### config.mk
export PLATFORM = sky130hd
export DESIGN_NAME = imm_encoder_unit
export DESIGN_NICKNAME = d
export VERILOG_FILES = /design/src/rtl/imm_encoder_unit.sv
export SDC_FILE = /design/constraint.sdc
export NUM_CORES = 1
export LEC_CHECK = 0
export ABC_AREA = 1
export CELL_PAD_IN_SITES_DETAIL_PLACEMENT = 2
export CELL_PAD_IN_SITES_GLOBAL_PLACEMENT = 2
export CORE_ASPECT_RATIO = 0.5
export CORE_MARGIN = 10
export CORE_UTILIZATION = 23
export DETAILED_ROUTE_END_ITERATION = 12
export HOLD_SLACK_MARGIN = 0.1
export PLACE_DENSITY = 0.83
export SETUP_SLACK_MARGIN = 0.3
export SLEW_MARGIN = 15
export SYNTH_ARGS = -nofsm -noshare
export SYNTH_HDL_FRONTEND = slang
export SYNTH_SLANG_ARGS = --single-unit
### constraint.sdc
create_clock -name i_clk -period 1.5 [get_ports i_clk]
set_input_delay 0.15 -clock i_clk [delete_from_list [all_inputs] [get_ports i_clk]]
set_output_delay 0.15 -clock i_clk [all_outputs]
set_load 0.005 [all_outputs]
### src/rtl/imm_encoder_unit.sv
// Immediate encoder: validates a 32-bit immediate for an I/S/B/J/U slot, scatters it
// into instr[31:7], merges with base bits and opcode, and buffers results in a 2-entry FIFO.
module imm_encoder_unit #(
  parameter int ERR_CNT_W = 8
) (
  input  logic                 i_clk,
  input  logic                 i_rst_n,
  input  logic                 i_valid,
  output logic                 o_ready,
  input  logic [2:0]           i_imm_src,
  input  logic [31:0]          i_imm,
  input  logic [24:0]          i_base,
  input  logic [6:0]           i_opcode,
  output logic                 o_valid,
  input  logic                 i_ready,
  output logic [31:0]          o_instr,
  output logic                 o_err,
  output logic [ERR_CNT_W-1:0] o_err_cnt
);

  typedef enum logic [2:0] {
    IMM_I = 3'b000,
    IMM_S = 3'b001,
    IMM_B = 3'b010,
    IMM_J = 3'b011,
    IMM_U = 3'b100
  } imm_src_e;

  logic [24:0] imm_mask;
  logic [24:0] imm_bits;
  logic        enc_err;
  logic [24:0] field;
  logic [31:0] enc_instr;

  logic        sext_ok_11;
  logic        sext_ok_12;
  logic        sext_ok_20;
  logic        sext_ok_19;

  logic [31:0]          entry_instr_q [0:1];
  logic [31:0]          entry_instr_d [0:1];
  logic                 entry_err_q   [0:1];
  logic                 entry_err_d   [0:1];
  logic                 rd_ptr_q, rd_ptr_d;
  logic                 wr_ptr_q, wr_ptr_d;
  logic [1:0]           count_q, count_d;
  logic [ERR_CNT_W-1:0] err_cnt_q, err_cnt_d;

  logic push;
  logic pop;

  // An immediate fits when every bit above the field's sign bit repeats that sign bit.
  assign sext_ok_11 = (&i_imm[31:11]) | ~(|i_imm[31:11]);
  assign sext_ok_12 = (&i_imm[31:12]) | ~(|i_imm[31:12]);
  assign sext_ok_20 = (&i_imm[31:20]) | ~(|i_imm[31:20]);
  assign sext_ok_19 = (&i_imm[31:19]) | ~(|i_imm[31:19]);

  always_comb begin
    imm_mask = '0;
    imm_bits = '0;
    enc_err  = 1'b1;
    case (i_imm_src)
      IMM_I: begin
        imm_mask = 25'h1FFE000;
        imm_bits = {i_imm[11:0], 13'b0};
        enc_err  = ~sext_ok_11;
      end
      IMM_S: begin
        imm_mask = 25'h1FC001F;
        imm_bits = {i_imm[11:5], 13'b0, i_imm[4:0]};
        enc_err  = ~sext_ok_11;
      end
      IMM_B: begin
        imm_mask = 25'h1FC001F;
        imm_bits = {i_imm[12], i_imm[10:5], 13'b0, i_imm[4:1], i_imm[11]};
        enc_err  = ~sext_ok_12 | i_imm[0];
      end
      IMM_J: begin
        imm_mask = 25'h1FFFFE0;
        imm_bits = {i_imm[20], i_imm[10:1], i_imm[11], i_imm[19:12], 5'b0};
        enc_err  = ~sext_ok_20 | i_imm[0];
      end
      IMM_U: begin
        imm_mask = 25'h1FFFFE0;
        imm_bits = {i_imm[19:0], 5'b0};
        enc_err  = ~sext_ok_19;
      end
      default: begin
        imm_mask = '0;
        imm_bits = '0;
        enc_err  = 1'b1;
      end
    endcase
  end

  assign field     = (i_base & ~imm_mask) | (enc_err ? 25'b0 : imm_bits);
  assign enc_instr = {field, i_opcode};

  assign o_ready = (count_q != 2'd2);
  assign o_valid = (count_q != 2'd0);
  assign push    = i_valid && o_ready;
  assign pop     = o_valid && i_ready;

  assign o_instr   = o_valid ? entry_instr_q[rd_ptr_q] : 32'b0;
  assign o_err     = o_valid ? entry_err_q[rd_ptr_q]   : 1'b0;
  assign o_err_cnt = err_cnt_q;

  always_comb begin
    entry_instr_d = entry_instr_q;
    entry_err_d   = entry_err_q;
    rd_ptr_d      = rd_ptr_q;
    wr_ptr_d      = wr_ptr_q;
    count_d       = count_q;
    err_cnt_d     = err_cnt_q;

    if (push) begin
      entry_instr_d[wr_ptr_q] = enc_instr;
      entry_err_d[wr_ptr_q]   = enc_err;
      wr_ptr_d                = ~wr_ptr_q;
    end
    if (pop) begin
      rd_ptr_d = ~rd_ptr_q;
    end

    case ({push, pop})
      2'b10:   count_d = count_q + 2'd1;
      2'b01:   count_d = count_q - 2'd1;
      default: count_d = count_q;
    endcase

    if (push && enc_err && !(&err_cnt_q)) begin
      err_cnt_d = err_cnt_q + ERR_CNT_W'(1);
    end
  end

  always_ff @(posedge i_clk) begin
    if (!i_rst_n) begin
      entry_instr_q[0] <= '0;
      entry_instr_q[1] <= '0;
      entry_err_q[0]   <= 1'b0;
      entry_err_q[1]   <= 1'b0;
      rd_ptr_q         <= 1'b0;
      wr_ptr_q         <= 1'b0;
      count_q          <= 2'd0;
      err_cnt_q        <= '0;
    end else begin
      entry_instr_q <= entry_instr_d;
      entry_err_q   <= entry_err_d;
      rd_ptr_q      <= rd_ptr_d;
      wr_ptr_q      <= wr_ptr_d;
      count_q       <= count_d;
      err_cnt_q     <= err_cnt_d;
    end
  end

endmodule

==> results_dict.tcl <==
set metrics [dict create \
    status "complete, but fails checks" \
    failed_checks "setup timing" \
    number_of_enable_flip_flop_cells_after_synthesis 0 \
    synth_async_sr_flop_share_pct 0 \
    synth_cells 699 \
    finalMaxSlewViolations 0 \
    critical_path_class "flop to flop" \
    ys.flop_type "dfxtp_1" \
    endpoint_type_of_the_worst_setup_path "flop" \
    cts.htree.levels 3 \
    routed_wirelength_um 39500 \
    postLayoutCoreUtil_pct 49.4 \
    postSynthRegisterBits 78 \
    rr_endpoint "entry_err_q[1]$_SDFFE_PN0P_" \
    antenna_violations_before_repair 1 \
    p_int_mw 6.91 \
    critPathArrivalTime_ns 2.16 \
    crit_fanout 8 \
    placed_cells 1095 \
    via_count 6669 \
    max_clk_rate_mhz 522 \
    syn_area_mm2 0.00442 \
    clock_sinks 78 \
    setup_ws_ns -0.417 \
    synthMostInstantiatedCell "nand2_1" \
    power.sequential.fraction_pct 21.9 \
    p_sw_mw 5.21 \
    deepest_clock_path_buffer_count 2 \
    hold-worst-slack_ns 0.423 \
    worst_slew_pin_slew_ns 0.525 \
    final.period_utilization_pct 128 \
    finalSetupViolCount 111 \
    design.core.area_mm2 0.0186 \
    yosysTopAreaCell "dfxtp_1" \
    r2r_start "count_q[0]$_SDFFE_PN0P_" \
    violation_count_after_the_first_detailed_routing_iteration 603 \
    startpoint_type "flop" \
    detail_route.vias_per_cell 5.64 \
    seq_area_frac_synth_pct 35.3 \
    ioPinCount 114 \
    hold-path-cell-count 3 \
    detailed_place_hpwl_um 15200 \
    syn_area_per_cell_um2 6.32 \
    ant_nets 0 \
    timing.max_cap.violations 0 \
    cts.root.buffer_cell "clkbuf_16" \
    setup.reg_to_reg.worst_slack_ns -0.42 \
    drive_gt1_share_pct 54.4 \
    initial_utilization_pct 23.7 \
    cts.reportedPaths.clkPinSlew_ns 0.07 \
    port_buffers 113 \
    finalWeightedCongestion 0.822 \
    maximum_vdd_drop_uv 578 \
    required_ns 1.74 \
    fin_worst_skew_ns 0.0114 \
    finalNetCount 990 \
    power.leakage_nw 3.79 \
    min_path_type "input port to flop" \
    pre_cts_ws_ns -0.683 \
    synth_cell_type_count 31 \
    fin_total_pwr_mw 12.1 \
    hp-start "i_opcode[4]" \
    swShare_pct 43.0 \
    grt_pass1_vias 7303 \
    rsz0062_at_grt "true" \
    grt_use_total_pct 25.4 \
    tritoncts.num_buffers 9 \
    ys_top_cells_by_count "nand2_1 (123), inv_1 (120), dfxtp_1 (78)" \
    detail_route.wl_per_cell_um 33.4 \
    largest_net_degree_at_the_start_of_global_routing 26 \
    stdcell_count 1182 \
    minimum_clock_period_ns 1.92 \
    detail_route.drc_violations 0 \
    r2r_cells 11 \
    gr-total-overflow 0 \
    placement_rows 35 \
    syn2layout_area_growth_pct 108 \
    synth.yosys.warnings 0 \
    synth_top_area_share_pct 35.3 \
    grt_pass1_wl_um 50000 \
    detailedRoute.firstPassIterationCount 5 \
    net_count_after_synthesis 772 \
    fp.dieW_um 216 \
    min_to "entry_instr_q[4]$_SDFFE_PN0P_" \
    slew_headroom_pct 65.0 \
    powerDensity_mw_per_mm2 1320 \
    tritoncts "yes" \
    timing_hold_violations_final 0 \
    power_frac_comb_pct 54.9 \
    leading_post_synthesis_cells_by_cell_area "dfxtp_1 (35%), nand2_1 (10%), inv_1 (10%)" \
    clock_latency_ns 0.37 \
    design.die.area_mm2 0.0255 \
    power.share.clock_pct 23.2 \
    die_height_um 118 \
]
## state kept, by name (all words and copies together), names as in the netlist
signal         flops
o_err_cnt          8
entry_err_q        2
rd_ptr_q           1
count_q            2
entry_instr_q     64
wr_ptr_q           1
## worst max-delay path by stage
| stage | endpoint | from |
|---|---|---|
| floorplan | count_q[1]$_SDFFE_PN0P_ | count_q[0]$_SDFFE_PN0P_ |
| global placement | entry_err_q[1]$_SDFFE_PN0P_ | i_imm[12] |
| CTS | count_q[0]$_SDFFE_PN0P_ | count_q[0]$_SDFFE_PN0P_ |
| finish | entry_err_q[1]$_SDFFE_PN0P_ | count_q[0]$_SDFFE_PN0P_ |
| detailed placement | entry_err_q[1]$_SDFFE_PN0P_ | i_imm[20] |
| global route | entry_err_q[1]$_SDFFE_PN0P_ | count_q[0]$_SDFFE_PN0P_ |
## layout make-up
class,instances,area (um^2)
Timing Repair Buffer,243,2670
Sequential cell,78,1600
Antenna cell,1,2.50
Fill cell,1918,9420
Multi-Input combinational cell,460,3750
Clock inverter,5,106
Tap cell,259,324
Clock buffer,11,233
Inverter,125,504
## layer usage
| layer | global-route usage [%] | wire [um] |
|---|---|---|
| met5 | 0 | 0 |
| met2 | 44.3 | 18400 |
| met4 | 10.6 | 1830 |
| met3 | 5.21 | 2860 |
| met1 | 29.8 | 16400 |
## cell families after synthesis
group	synth area share (%)
compound gates	22.8
simple gates	26.3
flops	35.3
xor+xnor	0.397
buf+inv	14.6
fa+ha+maj	0.566
## power groups by stage
stage	clock (mW)	combinational (mW)	sequential [mW]
after detailed placement	0	3.05	2.53
after global placement	0	2.91	2.51
after floorplan	0	1.38	2.51
final	2.81	6.65	2.66
after global routing	2.90	6.81	2.68
after CTS	2.64	4.95	2.54
## worst max-delay path: stages (launching register included)
cell and delay, ns:
dfxtp_4 0.37, buf_6 0.14, inv_2 0.12, nand2_8 0.07, nand2_8 0.09, nor2_4 0.06, buf_8 0.15, buf_6 0.12
buf_8 0.13, o21ai_1 0.19, o21bai_1 0.21, inv_1 0.13
## cell usage in the layout, fill, tap and decap left out, drive strengths merged, types with 4 or more instances in the layout
master / Yosys / layout
o22ai: 18 / 18
a21oi: 62 / 62
dfxtp: 78 / 78
o21ai: 79 / 79
nand4: 11 / 11
clkbuf: 26 / 21
a31oi: 25 / 25
clkdlybuf4s50: 0 / 46
clkdlybuf4s15: 0 / 4
nand2: 127 / 128
nand3: 60 / 60
inv: 123 / 123
buf: 11 / 176
nor2: 66 / 66
dlygate4sd2: 0 / 7
## metrics by stage
stage,setup TNS [ns],area [um^2]
after floorplan,0,4500
after global placement,-27.17,6320
after detailed placement,-38.08,6320
after CTS,-4.68,8250
after global routing,-23.88,9190
final,-20.39,9190
## repair_timing
| action | in CTS | in global routing |
|---|---|---|
| gates resized for setup | 543 | 194 |
| hold buffers | 0 | 0 |
| buffers inserted | 36 | 10 |
| pin swaps | 69 | 40 |
| setup endpoints to repair | 120 | 115 |
| cloned | 21 | 3 |
Power figures use the tool's default switching activity.
